**config.mk**
```make
export PLATFORM = sky130hd
export DESIGN_NAME = imem_loader
export DESIGN_NICKNAME = d
export VERILOG_FILES = /design/src/rtl/imem_loader.sv
export SDC_FILE = /design/constraint.sdc
export NUM_CORES = 1
export LEC_CHECK = 0
export ABC_AREA = 1
export BUFFER_PORTS_ARGS = -buffer_cell sky130_fd_sc_hd__buf_2
export CAP_MARGIN = 20
export CORE_MARGIN = 1
export CORE_UTILIZATION = 25
export DETAILED_ROUTE_END_ITERATION = 16
export GPL_ROUTABILITY_DRIVEN = 0
export PLACE_DENSITY = 0.41
export REMOVE_ABC_BUFFERS = 1
export SYNTH_ARGS = -nofsm -noshare
export SYNTH_HDL_FRONTEND = slang
export SYNTH_SLANG_ARGS = --single-unit
```
**constraint.sdc**
```tcl
create_clock -name i_clk -period 2.05 [get_ports i_clk]
set_clock_uncertainty 0.05 [all_clocks]
set_input_delay 0.205 -clock i_clk [delete_from_list [all_inputs] [get_ports i_clk]]
set_output_delay 0.205 -clock i_clk [all_outputs]
set_load 0.1 [all_outputs]
```
**src/rtl/imem_loader.sv**
```systemverilog
// Serial program loader: assembles big-endian bytes into instruction words, writes them
// to instruction memory, then releases the CPU. Optional XOR checksum: IMEM_LOADER_CHECKSUM_EN.
//
// state | meaning
// IDLE  | waiting for the first program byte
// LOAD  | collecting bytes of the current word
// WRITE | one-cycle memory write of the assembled word
// READY | program loaded, waiting for i_start
// RUN   | CPU enabled, waiting for i_halt
// DONE  | program finished; only reset leaves
module imem_loader #(
  parameter int                NBITS     = 32,
  parameter int                CELDAS    = 60,
  parameter logic [NBITS-1:0]  HALT_WORD = 32'hFFFF_FFFF
) (
  input  logic             i_clk,
  input  logic             i_reset,
  input  logic [7:0]       i_rx_data,
  input  logic             i_rx_valid,
  input  logic             i_start,
  input  logic             i_halt,
  output logic             o_mem_wr_en,
  output logic [NBITS-1:0] o_mem_addr,
  output logic [NBITS-1:0] o_mem_wr_data,
  output logic             o_cpu_en,
  output logic             o_loading,
  output logic             o_done,
  output logic [NBITS-1:0] o_word_count,
  output logic [NBITS-1:0] o_checksum
);

  typedef enum logic [2:0] {IDLE, LOAD, WRITE, READY, RUN, DONE} state_t;

  localparam logic [NBITS-1:0] LAST_ADDR = NBITS'(CELDAS - 4);

  state_t           state;
  logic [1:0]       byte_cnt;
  logic [NBITS-1:0] addr;
  logic [NBITS-1:0] word;

  assign o_mem_addr    = addr;
  assign o_mem_wr_data = word;

  always_ff @(posedge i_clk or negedge i_reset) begin
    if (!i_reset) begin
      state        <= IDLE;
      byte_cnt     <= '0;
      addr         <= '0;
      word         <= '0;
      o_mem_wr_en  <= 1'b0;
      o_cpu_en     <= 1'b0;
      o_loading    <= 1'b0;
      o_done       <= 1'b0;
      o_word_count <= '0;
    end else begin
      case (state)
        IDLE: begin
          if (i_rx_valid) begin
            word      <= NBITS'(i_rx_data);
            byte_cnt  <= 2'd1;
            o_loading <= 1'b1;
            state     <= LOAD;
          end
        end
        LOAD: begin
          if (i_rx_valid) begin
            word <= {word[NBITS-9:0], i_rx_data};
            if (byte_cnt == 2'd3) begin
              byte_cnt    <= 2'd0;
              o_mem_wr_en <= 1'b1;
              state       <= WRITE;
            end else begin
              byte_cnt <= byte_cnt + 2'd1;
            end
          end
        end
        WRITE: begin
          o_mem_wr_en  <= 1'b0;
          addr         <= addr + NBITS'(4);
          o_word_count <= o_word_count + NBITS'(1);
          // Stopping at the last cell is what keeps the address from ever wrapping.
          if (word == HALT_WORD || addr == LAST_ADDR) begin
            o_loading <= 1'b0;
            state     <= READY;
          end else begin
            state <= LOAD;
            if (i_rx_valid) begin
              word     <= NBITS'(i_rx_data);
              byte_cnt <= 2'd1;
            end
          end
        end
        READY: begin
          if (i_start) begin
            o_cpu_en <= 1'b1;
            state    <= RUN;
          end
        end
        RUN: begin
          if (i_halt) begin
            o_cpu_en <= 1'b0;
            o_done   <= 1'b1;
            state    <= DONE;
          end
        end
        DONE: ;
        default: state <= IDLE;
      endcase
    end
  end

`ifdef IMEM_LOADER_CHECKSUM_EN
  logic [NBITS-1:0] checksum;

  always_ff @(posedge i_clk or negedge i_reset) begin
    if (!i_reset)
      checksum <= '0;
    else if (state == WRITE)
      checksum <= checksum ^ word;
  end

  assign o_checksum = checksum;
`else
  assign o_checksum = '0;
`endif

endmodule
```
Word level (Yosys, flattened, before mapping)
Cells that the tools add are included.
{"block": "classes", "n_eq_ne": 15, "bitwise_logic": 1, "muxes": 25, "addsub": 3, "reduce_logical": 12}
{"op": "$mux W32", "count": 3}
{"op": "$pmux W32 S3", "count": 1}
{"op": "$add A32 B1 Y32 const B", "count": 1}
{"op": "$add A32 B3 Y32 const B", "count": 1}
{"op": "$eq A32 B32 Y1 const B", "count": 1}
{"op": "$eq A32 B6 Y1 const B", "count": 1}
{"op": "$pmux W3 S6", "count": 1}
{"op": "$mux W3", "count": 5}
{"op": "$ne A2 B2 Y1 const B", "count": 7}
{"op": "$reduce_and A3 Y1", "count": 4}
{"op": "$mux W2", "count": 5}
{"op": "$eq A3 B2 Y1 const B", "count": 2}
{"op": "$eq A3 B3 Y1 const B", "count": 2}
{"op": "$mux W1", "count": 6}
{"op": "$pmux W1 S2", "count": 3}
{"op": "$pmux W2 S3", "count": 1}
{"op": "$reduce_and A6 Y1", "count": 1}
{"op": "$reduce_bool A2 Y1", "count": 3}
{"op": "$eq A3 B1 Y1 const B", "count": 1}
{"op": "$logic_not A3 Y1", "count": 1}
{"op": "$reduce_bool A3 Y1", "count": 1}
{"op": "$add A2 B1 Y2 const B", "count": 1}
{"op": "$eq A2 B2 Y1 const B", "count": 1}
{"op": "$reduce_and A2 Y1", "count": 1}
{"op": "other kinds (2)", "count": 2}
{"block": "totals", "output_inout_bits": 132, "word_cells": 65, "reg_bits": 105}

Logic depth before layout (Yosys ltp)
{"block": "logic_depth", "ltp_word": 4, "depth_mapped": 13, "mapped_depth_nobuf": 12}

Worst setup path after synthesis
No wires, ideal clock.
{"block": "synth_path", "path_kind": "register to register", "from": "reg o_word_count[0]", "to": "reg o_word_count[18]", "path_slack_ps": -244, "t_arrival_ps": 2117, "path_stages_with_launch": 8, "synth_period_minus_slack_ps": 2294, "n_path_buf": 0, "path_cell_list": "dfrtp_1 -> ha_1 -> nand3_2 -> nor2_2 -> nand2_1 -> nor2_2 -> nand2_1 -> xor2_1"}
{"block": "synth_between", "elab_chain_len": 1}
{"element": "from (decl)", "line": "28", "source": "output logic [NBITS-1:0] o_word_count,"}
{"element": "from (signal assigned)", "line": "80", "source": "o_word_count <= o_word_count + NBITS'(1);"}
{"element": "$add A32 B1 Y32", "line": "80"}
Every way passes these cells.
A chain may end at the register's enable or synchronous reset.

Worst setup path in the final report
{"block": "layout_path", "from": "reg addr[2] (netlist: o_mem_addr[2])", "to": "reg word[4] (netlist: o_mem_wr_data[4])"}
{"block": "layout_between", "elab_chain_len": 4}
{"element": "from (decl)", "line": "38", "source": "logic [NBITS-1:0] addr;"}
{"element": "from (signal assigned)", "line": "79", "source": "addr <= addr + NBITS'(4);"}
{"element": "$eq A32 B6 Y1", "line": "82", "source": "if (word == HALT_WORD || addr == LAST_ADDR) begin"}
{"element": "$logic_or A1 B1 Y1", "line": "82"}
{"element": "$ne A2 B2 Y1 (no source line)"}
{"element": "$reduce_and A3 Y1 (no source line)"}
{"element": "to (signal assigned)", "line": "59", "source": "word <= NBITS'(i_rx_data);"}
{"element": "to (signal assigned)", "line": "67", "source": "word <= {word[NBITS-9:0], i_rx_data};"}
{"element": "to (signal assigned)", "line": "88", "source": "word <= NBITS'(i_rx_data);"}
{"element": "to (decl)", "line": "39", "source": "logic [NBITS-1:0] word;"}
Every way passes these cells.

==> impl_results.md <==
* Compound-Gate Fraction of Synth Area at 1.134%
* Die Ht at about 160 um
* Share of layout cells above drive strength 1 at 18.53%
* Critical Path RT at 2.24 ns
* Avg WL per Cell at 13.01 um
* Hpwl dp at 11,820 um
* IO Port Bufs at 110
* Status: complete, no violations
* Adder-Cell Fraction of Synth Area at less than 1%
* Drt total wl at 16,370 um
* R2r setup slk at 0.23 ns
* CTS tree: built
* WP data arrival at 2.01 ns
* CTS Buf Count at 9
* WHS Endpoint: o_mem_wr_data[2]
* Max_cap viols at 0
* ANT cells at 0
* DIE WIDTH at roughly 160 um
* Critical path capture point type: flip-flop
* Hold crit path type: primary input to flip-flop
* Clock-pin transition on the worst setup and hold timing paths at 0.07 ns
* # setup viols final at 0
* Worst-Skew Late Latency at 0.35 ns
* Mux share of post-synthesis cell area at 0%
* Reg2reg path depth at 12
* Final Net Count at 951
* Global-route wire length before repair at 26,980 um
* Num ports at 145
* Vias in the first global route at 5,065
* Core ar. at between 0.02 and 0.025 mm2
* Vias after detailed routing at roughly 5,200
* Worst r2r dst: o_mem_wr_data[4]
* Initial antenna violation count at 0
* FP Rows at 56
* Final Util at a little under a third
* Grt total ovfl at 0
* Post-synthesis xor/xnor area fraction at 6.324%
* GR Util All Layers at roughly 14%
* Post-synth top area cell: dfrtp_1
* Area growth from synthesis to layout at 20.02%
* Slew @ Worst Pin at approximately 0.6 ns
* Final count of pins violating max slew at 0
* Drt first pass iters at 4
* Largest family of logic cells by synthesized area: simple AND/OR/NAND/NOR gates
* PwrDens at about 1200 mW/mm2
* Vias per std cell at 4.140
* VDD IR max at 1443 uV
* Root Driver: clkbuf_16
* Clk sinks at 103
* Crit path launch type: flip-flop
* Ranking of synthesized cells by area: dfrtp_1 (43%), nand2_1 (18%), nor2_1 (6.6%), inv_1 (5.4%), xor2_1 (5.1%)
* Largest net degree at the start of global routing at 104
* Max frequency at 0.5491 GHz
* Area share of the largest cell type after synthesis at 43.28%
* Final Hold Vio Count at 0
* Die Area at ~0.024 mm2
* Final period util at 88.84%
* Mean Syn Cell Area at around 7.4 um2
* Sequential cell area fraction in the yosys report at approximately 43%
* Worst slew margin at between 60% and 70%
* Synth cell types at 33
* H-tree lvl count at 3
* Synth Area in Simple Gates at 37.25%
* Tmin final at 1.821 ns
* # DRC at 0
* Synth warn at 0
* Unrepaired setup endpoints after global routing: no
* Critical Path Fanout Max at 27
* Antenna Nets Post-Route at 0
* Hold wc startpoint: i_rx_data[2]
* Setup Crit Path Kind: flip-flop to flip-flop
* Worst-case clock buffer depth at 2
* Syn Inst Count at 808
* Starting DRC count in detailed routing at 188
* Yosys reg bits at 103
* Worst r2r src: o_mem_addr[2]
* Fillers at between 2,000 and 3,000
* WHS Path Cells at 3
* Leakage power at 0.003657 uW
* Setup ws final at 0.2287 ns
* Min Hold Slack at 0.02816 ns
* Initial Util at 25.45%
* Pre-CTS WS at 0.1448 ns
* Area of the mapped netlist at 0.005956 mm2
[worst max path at each step]
stage,startpoint,end,slack (ns),depth (start not counted)
after floorplan,o_mem_addr[2],o_mem_wr_data[0],-0.39,12
after global placement,o_mem_addr[2],o_mem_wr_data[17],0.15,12
after detailed placement,o_mem_addr[2],o_mem_wr_data[25],0.14,12
after CTS,o_mem_addr[2],o_mem_wr_data[21],0.13,12
after global routing,o_mem_addr[3],o_mem_addr[24],0.002,7
final,o_mem_addr[2],o_mem_wr_data[4],0.23,12
[area by class of cell]
type / instances / area, um2 / area share (%)
inverters: 89 / 334.1 / 4.674
well taps: 319 / 399.1 / 5.584
clock buffers: 10 / 229.0 / 3.203
clock inverters: 6 / 37.54 / 0.5251
repair buffers: 130 / 721.9 / 10.10
multi-input cells: 601 / 2849 / 39.86
flip-flops and latches: 103 / 2577 / 36.06
[flip-flops by register name (all words and copies together), names as in the netlist, 2 cells and up]
| name | flops |
|---|---|
| byte_cnt | 2 |
| o_mem_addr | 30 |
| o_mem_wr_data | 32 |
| o_word_count | 32 |
| state | 3 |
[logic make-up (layout without fill, tap and decap cells)]
kind of cell	after synthesis	count (layout)
XOR/XNOR	43	43
buffers and inverters	137	235
AND/OR/NAND/NOR	508	508
flip-flops	103	103
AO/OA/AOI/OAI	12	12
other	1	34
adder cells (fa/ha/maj)	4	4
[worst max-delay path, stage by stage, from the launching register on]
cell	delay (ns)
dfrtp_1	0.42
inv_1	0.10
ha_1	0.14
nand2_1	0.06
nor2_1	0.11
nand2_1	0.06
nor2_1	0.10
nand2_1	0.09
nand2_2	0.09
nand2_4	0.12
buf_6	0.22
nand3_1	0.09
nand2_1	0.05
[report_power, final]
| group | switching [uW] | internal [uW] |
|---|---|---|
| Sequential | 375 | 2370 |
| Clock | 821 | 820 |
| Combinational | 3390 | 602 |
| Total | 4580 | 3790 |
[through the flow]
step	power [uW]	setup TNS (ns)	instance area (um2)	std cells
finish	8373	0	7148	1258
global route	8862	0	7148	1258
global placement	6802	0	6859	1241
floorplan	5998	-16.87	5752	793
detailed placement	6805	0	6859	1241
CTS	8507	0	7136	1258
[what timing repair did]
action                     CTS  global route
buffers inserted             0             0
resized for setup            0             2
setup endpoints to repair    0            34
hold buffers                 1             0
hold endpoints to repair   103             0
[cell usage after synthesis, drive strengths merged]
cell    number
o21a         1
clkbuf       4
nand4       11
buf         44
nand2      283
nor3        31
ha           4
o21ai        7
a31oi        2
dfrtp      103
conb         1
nor3b        1
nor4         1
nand3       62
a21oi        1
inv         89
xor2        35
o211ai       1
nor2       115
xnor2        8
nand3b       4
[metal layers]
metal | vias to the layer above | track usage [%] | share of wire (%)
met2 | 114 | 21.90 | 45
met5 | - | 0 | 0
met4 | 0 | 4.762 | 1.2
met1 | 2406 | 20.09 | 49
li1 | 2677 | - | -
met3 | 11 | 2.520 | 4.9
[cells in the final DEF, fill, tap and decap left out, types with 4 or more instances in the layout]
cell type | netlist | final
ha_1 | 4 | 4
nor3_2 | 4 | 4
nor2_1 | 104 | 104
clkbuf_16 | 0 | 9
buf_2 | 7 | 109
nand4_1 | 10 | 10
inv_1 | 85 | 85
buf_4 | 37 | 18
nand3_1 | 59 | 59
dfrtp_1 | 103 | 103
xor2_1 | 35 | 35
nor3_1 | 26 | 26
conb_1 | 1 | 34
nor2_4 | 5 | 5
nor2_2 | 6 | 6
xnor2_1 | 8 | 8
nand2_1 | 278 | 278
nand3b_1 | 4 | 4
inv_2 | 4 | 4
o21ai_0 | 6 | 6
Power figures use the tool's default switching activity.
